**src/rtl/wb_port_arbiter_pkg.sv**
```systemverilog
// wb_port_arbiter_pkg: shared widths, null-register constants and the buffered result entry type
package wb_port_arbiter_pkg;
    localparam int REG_ADDR_W = 5;
    localparam int REG_W = 32;
    localparam logic [REG_ADDR_W-1:0] NOP_REG_ADDR = 5'b0;
    localparam logic [REG_W-1:0] ZERO_WORD = 32'b0;
    typedef struct packed {
        logic [REG_ADDR_W-1:0] waddr;
        logic [REG_W-1:0]      wdata;
    } wb_entry_t;
endpackage

```
**src/rtl/wb_result_fifo.sv**
```systemverilog
// wb_result_fifo: small circular buffer holding multi-cycle results until a write-port slot frees up
import wb_port_arbiter_pkg::*;
module wb_result_fifo #(
    parameter int FIFO_DEPTH = 2,
    parameter int PTR_W = 1
) (
    input  logic      clk,
    input  logic      rst,
    input  logic      push,
    input  logic      pop,
    input  wb_entry_t din,
    output wb_entry_t head,
    output logic      full,
    output logic      empty
);
    wb_entry_t r_mem [FIFO_DEPTH];
    logic [PTR_W-1:0] r_wr_ptr;
    logic [PTR_W-1:0] r_rd_ptr;
    logic [PTR_W:0]   r_count;
    // count never exceeds FIFO_DEPTH = 2**PTR_W, so its top bit alone means full
    assign full  = r_count[PTR_W];
    assign empty = r_count == '0;
    assign head  = r_mem[r_rd_ptr];
    // storage needs no reset: entries are only read while count says they are valid
    always_ff @(posedge clk) begin
        if (push) r_mem[r_wr_ptr] <= din;
    end
    // pointers wrap naturally at FIFO_DEPTH; count tracks occupancy for full/empty
    always_ff @(posedge clk or posedge rst) begin
        if (rst) begin
            r_wr_ptr <= '0;
            r_rd_ptr <= '0;
            r_count  <= '0;
        end else begin
            if (push) r_wr_ptr <= r_wr_ptr + PTR_W'(1);
            if (pop) r_rd_ptr <= r_rd_ptr + PTR_W'(1);
            r_count <= r_count + {{PTR_W{1'b0}}, push} - {{PTR_W{1'b0}}, pop};
        end
    end
endmodule

```
**src/rtl/wb_port_arbiter.sv**
```systemverilog
// wb_port_arbiter: shares the register-file write port between the pipeline and a buffered multi-cycle unit
import wb_port_arbiter_pkg::*;
module wb_port_arbiter #(
    parameter int FIFO_DEPTH = 2,
    parameter int PTR_W = 1
) (
    input  logic                  clk,
    input  logic                  rst,
    input  logic                  p_we,
    input  logic [REG_ADDR_W-1:0] p_waddr,
    input  logic [REG_W-1:0]      p_wdata,
    input  logic                  m_valid,
    output logic                  m_ready,
    input  logic [REG_ADDR_W-1:0] m_waddr,
    input  logic [REG_W-1:0]      m_wdata,
    input  logic                  issue_valid,
    input  logic [REG_ADDR_W-1:0] issue_waddr,
    input  logic                  re1,
    input  logic [REG_ADDR_W-1:0] raddr1,
    input  logic                  re2,
    input  logic [REG_ADDR_W-1:0] raddr2,
    output logic                  stallreq,
    output logic                  we,
    output logic [REG_ADDR_W-1:0] waddr,
    output logic [REG_W-1:0]      wdata,
    output logic                  busy
);
    logic      w_full;
    logic      w_empty;
    logic      w_p_slot;
    logic      w_push;
    logic      w_pop;
    logic      w_issue_blocked;
    logic      w_issue_set;
    logic      w_hazard;
    logic [31:0] w_set_mask;
    logic [31:0] w_clr_mask;
    wb_entry_t w_din;
    wb_entry_t w_head;
    logic [31:0] r_pending;
    assign w_din    = {m_waddr, m_wdata};
    // writes to r0 are architecturally void, so such a pipeline slot is free for the FIFO
    assign w_p_slot = p_we && p_waddr != NOP_REG_ADDR;
    assign w_pop    = !rst && !w_p_slot && !w_empty;
    // results for r0 complete the handshake but are dropped instead of occupying a slot
    assign w_push   = !rst && m_valid && !w_full && m_waddr != NOP_REG_ADDR;
    assign w_issue_blocked = issue_valid && r_pending[issue_waddr];
    assign w_issue_set = issue_valid && !w_issue_blocked && issue_waddr != NOP_REG_ADDR;
    assign w_hazard = (re1 && raddr1 != NOP_REG_ADDR && r_pending[raddr1])
                   || (re2 && raddr2 != NOP_REG_ADDR && r_pending[raddr2]);
    assign w_set_mask = w_issue_set ? 32'd1 << issue_waddr : 32'd0;
    assign w_clr_mask = w_pop ? 32'd1 << w_head.waddr : 32'd0;
    assign m_ready  = !rst && !w_full;
    assign stallreq = !rst && (w_hazard || w_issue_blocked);
    assign busy     = !rst && (!w_empty || r_pending != 32'd0);
    assign we       = !rst && (w_p_slot || !w_empty);
    assign waddr    = rst ? NOP_REG_ADDR : w_p_slot ? p_waddr : !w_empty ? w_head.waddr : NOP_REG_ADDR;
    assign wdata    = rst ? ZERO_WORD : w_p_slot ? p_wdata : !w_empty ? w_head.wdata : ZERO_WORD;
    wb_result_fifo #(
        .FIFO_DEPTH(FIFO_DEPTH),
        .PTR_W(PTR_W)
    ) u_fifo (
        .clk(clk),
        .rst(rst),
        .push(w_push),
        .pop(w_pop),
        .din(w_din),
        .head(w_head),
        .full(w_full),
        .empty(w_empty)
    );
    // clear applies before set so a new issue to a just-drained register stays pending
    always_ff @(posedge clk or posedge rst) begin
        if (rst) r_pending <= 32'd0;
        else r_pending <= (r_pending & ~w_clr_mask) | w_set_mask;
    end
endmodule

```
**config.mk**
```make
export PLATFORM = sky130hd
export DESIGN_NAME = wb_port_arbiter
export DESIGN_NICKNAME = d
export VERILOG_FILES = /design/src/rtl/wb_port_arbiter_pkg.sv /design/src/rtl/wb_result_fifo.sv /design/src/rtl/wb_port_arbiter.sv
export SDC_FILE = /design/constraint.sdc
export NUM_CORES = 1
export LEC_CHECK = 0
export BUFFER_PORTS_ARGS = -buffer_cell sky130_fd_sc_hd__buf_2
export CAP_MARGIN = 20
export CORE_ASPECT_RATIO = 0.6
export CORE_UTILIZATION = 58
export CTS_CLUSTER_SIZE = 20
export DETAILED_ROUTE_END_ITERATION = 7
export GPL_TIMING_DRIVEN = 0
export PLACE_DENSITY = 0.85
export SYNTH_ARGS = -nofsm -noshare
export SYNTH_HDL_FRONTEND = slang
export SYNTH_SLANG_ARGS = --single-unit
```
**constraint.sdc**
```tcl
create_clock -name clk -period 7.4 [get_ports clk]
set_input_delay 1.11 -clock clk [delete_from_list [all_inputs] [get_ports clk]]
set_output_delay 1.11 -clock clk [all_outputs]
set_load 0.01 [all_outputs]
```
Word-level counts from Yosys, hierarchy flattened
Memory sizes are Yosys's and may differ from the RTL's.
Index checks and enable logic that the tools add are counted.
- word-level logic and storage cells: 66
- bits of input ports: 96
- output and inout port bits: 41
- register bits after elaboration: 36
- bits in writable memories: 74
- memories: 1
- memories (name ; depth ; bits a word ; read ports ; clocked after memory_dff ; write ports ; line ; RTL):
    u_fifo.r_mem ; 2 ; 37 ; 1 ; 0 ; 1 ; wb_result_fifo.sv:16 ; wb_entry_t r_mem [FIFO_DEPTH];
- reductions and logical operators: 33
- shifts and indexed selects: 2
- $lt $le $gt $ge: 3
- bitwise operators: 3
- $add $sub $neg: 4
- mux-type cells: 16
- operator list (kind ; number):
    32-bit two-way mux ; 5
    1-bit by 5-bit left shift with 32-bit output (first input constant) ; 2
    32-bit AND ; 1
    32-bit NOT ; 1
    32-bit OR ; 1
    32-bit nonzero test ; 1
    5-bit nonzero test ; 5
    5-bit by 6-bit < comparator with 1-bit output (second input constant) ; 3
    1-bit logical AND ; 17
    1-bit binary-select mux with 5-bit select ; 3
    5-bit two-way mux ; 3
    1-bit logical NOT ; 5
    1-bit two-way mux ; 5
    1-bit logical OR ; 4
    1-bit adder (second input constant) ; 2
    2-bit by 1-bit adder with 2-bit output ; 1
    2-bit logical NOT ; 1
    2-bit by 1-bit subtractor with 2-bit output ; 1

Longest topological paths before layout
- depth after elaboration: 9
- mapped depth: 11
- gate-level depth less buffers: 9

Modules after synthesis
From an unflattened synthesis, not the netlist that was laid out.
- cell total of the unflattened synthesis: 432
- area, all modules: 5965.7 um2
- by module, submodules not included (module ; instances ; area each (um2) ; cells an instance ; sequential area each (um2)):
    wb_port_arbiter ; 1 ; 3019.1 ; 302 ; 800.8
    wb_result_fifo ; 1 ; 2946.6 ; 130 ; 2322.2

Least setup slack after synthesis
OpenSTA, ideal clock, no wires.
- kind: in2out
- start: input raddr1[0]
- end: output stallreq
- stages on the path: 6
- setup slack: 3510 ps
- data arrival time: 2780 ps
- path through: buf_2 -> mux4_2 -> mux4_2 -> o21ai_0 -> a21oi_1 -> a221o_1
- word-level cells in the longest chain between the ends: 6
- elaborated cells between the ends (all ways): 8
- those cells by class: mux (2); reduce/logical (6)
- ends and longest elaborated chain (item ; line ; RTL):
    from (decl) ; wb_port_arbiter.sv:19 ; input logic [REG_ADDR_W-1:0] raddr1,
    1-bit binary-select mux with 5-bit select or 5-bit nonzero test (tied branches) ; wb_port_arbiter.sv:49 ; assign w_hazard = (re1 && raddr1 != NOP_REG_ADDR && r_pending[raddr1])
    1-bit two-way mux (implied by the code) or 1-bit logical AND (tied branches) ; wb_port_arbiter.sv:49 ;
    1-bit logical AND (*) ; wb_port_arbiter.sv:49 ;
    1-bit logical OR (*) ; wb_port_arbiter.sv:50 ; || (re2 && raddr2 != NOP_REG_ADDR && r_pending[raddr2]);
    1-bit logical OR (*) ; wb_port_arbiter.sv:54 ; assign stallreq = !rst && (w_hazard || w_issue_blocked);
    1-bit logical AND (*) ; wb_port_arbiter.sv:54 ;
    to (decl) ; wb_port_arbiter.sv:22 ; output logic stallreq,
Every way passes the cells marked *; elsewhere a longest branch is shown, timed or not. The select of a mux whose other input is x is not followed.

Worst setup path after layout
- start: input p_waddr[2]
- end: output wdata[26]
- word-level cells in the longest chain between the ends: 4
- ends and longest elaborated chain (item ; line ; RTL):
    from (decl) ; wb_port_arbiter.sv:10 ; input logic [REG_ADDR_W-1:0] p_waddr,
    5-bit nonzero test ; wb_port_arbiter.sv:43 ; assign w_p_slot = p_we && p_waddr != NOP_REG_ADDR;
    1-bit logical AND ; wb_port_arbiter.sv:43 ;
    32-bit two-way mux (2 in series) ; wb_port_arbiter.sv:58 ; assign wdata = rst ? ZERO_WORD : w_p_slot ? p_wdata : !w_empty ? w_head.wdata : ZERO_WORD;
    to (decl) ; wb_port_arbiter.sv:25 ; output logic [REG_W-1:0] wdata,
No other way between the ends.

==> impl_metrics.json <==
{
  "clk_pin_slew_ns": 0.07,
  "wl_per_cell_um": 21.0,
  "critPathKind": "in -> out",
  "synthArstFlopShare_pct": 32.7,
  "worst_hold_path_type": "reg -> reg",
  "hold_ws_ns": 0.523,
  "n_antenna_cell": 0,
  "final_hold_viol_count": 0,
  "cp_top_family": "buffers and inverters",
  "port_buffers": 128,
  "critPathCapture": "wdata[26]",
  "ir_drop_mv": 0.150,
  "clock_path_buffers": 2,
  "cp_num_cells": 9,
  "fin_skew_ns": 0.00962,
  "avgSynthCellArea_um2": 12.2,
  "io_pins": 137,
  "cp_num_buf_inv": 4,
  "dieArea_um2": 10100,
  "gp_congestion": 0.902,
  "synth_ff_type": "edfxtp_1",
  "die_h_um": 78.2,
  "cts_num_sinks": 110,
  "layout.nets": 700,
  "antenna_found_initial": 0,
  "netlist_area_um2": 5610,
  "root_buffer": "clkbuf_16",
  "synth_simple_gate_area_share_pct": 9.68,
  "post-route-min-period_ns": 4.48,
  "cp.required_ns": 6.29,
  "h-tree-depth": 3,
  "grt_pass1_vias": 4599,
  "synthToLayoutAreaGrowth_pct": 20.7,
  "max_stage_delay_ns": 0.51,
  "vias": 4801,
  "drv_cap": 0,
  "synth_compound_area_share_pct": 14.1,
  "finalSetupViolations": 0,
  "drt_iter0_drc": 704,
  "synth-seq-area-share_pct": 55.7,
  "place_ws_ns": 2.96,
  "design_area_um2": 6770,
  "die_width_um": 129,
  "startpoint_type": "input pin",
  "worstRegToRegCells": 11,
  "cts_buffers": 9,
  "core_area_um2": 9290,
  "setup-tns-final_ns": 0,
  "drv_slew": 0,
  "grt_pass1_wl_um": 23900,
  "overflow": 0,
  "r2r_end": "u_fifo.r_count[1]",
  "r2r-start": "u_fifo.r_count[1]",
  "end_kind": "primary output",
  "drt_first_pass_iters": 6,
  "rsz0062_at_grt": "false",
  "grt.total_usage_pct": 32.0,
  "grt_max_degree": 27,
  "min_period_over_period_pct": 60.6,
  "synth-edff-count": 74,
  "synth-xor-area-share_pct": 0.624,
  "cts_tree": "built",
  "worstPathMaxFanout": 10,
  "total_leakage_power_nw": 2.70,
  "synth_nets": 558,
  "muxShareOfSynthArea_pct": 16.9,
  "rows": 27,
  "drcViolationCount": 0,
  "drive_gt1_share_pct": 30.3,
  "rrSetupSlack_ns": 4.43,
  "hold_buffers": 0,
  "slowest_stage": "or4_1",
  "synthAdderAreaFrac_pct": 0.446,
  "utilization_pct": 72.9,
  "synth_top_family_by_area": "multiplexers",
  "vias_per_cell": 6.51,
  "worst_slew_pin_slew_ns": 0.972,
  "dp_hpwl_um": 11500,
  "worst_ep_arrival_time_ns": 3.37,
  "critPathLaunch": "p_waddr[2]",
  "power.density_nw_per_um2": 300,
  "clock_latency_ns": 0.34,
  "layout_setup_ws_ns": 2.92,
  "routed_wl_um": 15500,
  "hold_start": "u_fifo.r_count[1]",
  "yosysWarnings": 0,
  "synth_seq_cells": 110,
  "ctsResizeCount": 0,
  "post_synth_num_cell_types": 41,
  "crit_chain": "buf_2 -> or4_1 -> o21ai_0 -> clkbuf_1 -> nor2_1 -> clkbuf_1 -> nand2_1 -> o21ai_0 -> buf_2",
  "postRouteAntennaNets": 0,
  "relSlewSlack_pct": 35.2,
  "max_freq_ghz": 0.223,
  "start_util_pct": 60.4,
  "dpl_cell_area_um2": 6500,
  "postCtsSetupBuffers": 0,
  "outcome": "complete, no violations",
  "synth_cells": 460
}
-- where the power goes --
group          total [mW]  switching, mW  internal (mW)
Clock               0.444          0.213          0.231
Sequential          0.911          0.127          0.783
Combinational       0.677          0.377          0.300
Total                2.03          0.717           1.31
-- area by class of cell --
| cell class | count | area, um2 |
|---|---|---|
| Buffer | 27 | 114 |
| Clock buffer | 10 | 229 |
| Clock inverter | 6 | 47.5 |
| Fill cell | 629 | 2520 |
| Inverter | 9 | 33.8 |
| Multi-Input combinational cell | 314 | 2350 |
| Sequential cell | 110 | 3120 |
| Tap cell | 130 | 163 |
| Timing Repair Buffer | 131 | 708 |
-- placed cells by master (no fill, tap or decap), types with 5 or more instances in the layout --
master     instances
clkbuf_1          15
buf_2            138
nor2_1            11
clkbuf_16          9
a21oi_1            6
inv_1              9
nor4_1             8
o31ai_1           31
nand3b_1           6
edfxtp_1          74
nand2_1           50
nor2b_1            5
dfrtp_1           36
mux4_2            19
nand4_1            9
nand3_1            5
o21ai_0           71
mux2i_1           45
mux2_2             6
-- per-stage QoR --
step	total power, mW	instances
3_3_place_gp	1.52	718
6_report	2.03	737
5_1_grt	2.12	737
2_1_floorplan	1.33	460
4_1_cts	2.02	737
3_5_place_dp	1.57	721
-- synth_stat cells, types with 3 or more instances --
cell type | instances | area share [%]
nor4_1 | 8 | 0.89
o21ai_0 | 71 | 6.3
o31ai_1 | 31 | 4.1
nor2_1 | 13 | 0.87
edfxtp_1 | 74 | 40
nor2b_1 | 5 | 0.56
nand3b_1 | 6 | 0.80
a22oi_1 | 3 | 0.40
buf_2 | 10 | 0.89
dfrtp_1 | 36 | 16
a32oi_1 | 3 | 0.47
mux4_2 | 19 | 7.6
nand2b_1 | 4 | 0.45
nand4_1 | 9 | 1.0
xnor2_1 | 4 | 0.62
a21oi_1 | 6 | 0.54
mux2_2 | 6 | 1.2
buf_1 | 3 | 0.20
inv_1 | 9 | 0.60
nand2_1 | 50 | 3.3
nand3_1 | 5 | 0.45
clkbuf_1 | 14 | 0.94
mux2i_1 | 45 | 8.0
-- logic make-up after synthesis --
family | Yosys count
AOI/OAI and AO/OA | 129
DFF | 110
buffers and inverters | 36
muxes | 70
and+or+nand+nor | 109
xor gates and xnor gates | 4
adders and majority gates | 2
-- registers in the layout (all words and copies together), names as in the netlist --
signal,flops
u_fifo.r_rd_ptr,1
u_fifo.r_count,2
u_fifo.r_wr_ptr,1
r_pending,32
u_fifo.r_mem,74
-- worst reg2reg max path, delay by kind of cell, from the launching register on --
kind | cells | cell delay [ns]
buffers and inverters | 4 | 0.96
AND/OR/NAND/NOR | 3 | 0.71
adder cells (fa/ha/maj) | 2 | 0.48
flip-flops | 1 | 0.42
XOR/XNOR | 2 | 0.32
-- metal layers --
layer / track usage [%] / routed length (um) / up-vias
met1: 44.2 / 6050 / 2323
met2: 48.5 / 7160 / 347
met5: 0 / 0 / -
li1: - / - / 2085
met4: 7.88 / 283 / 0
met3: 11.4 / 1960 / 46
-- worst min-delay path by stage --
stage | end | depth (start not counted)
after global routing | u_fifo.r_count[0] | 1
final | u_fifo.r_count[1] | 1
after detailed placement | u_fifo.r_count[1] | 1
after CTS | u_fifo.r_count[1] | 1
after floorplan | u_fifo.r_count[1] | 1
after global placement | u_fifo.r_wr_ptr | 1
(Power assumes the default switching activity.)
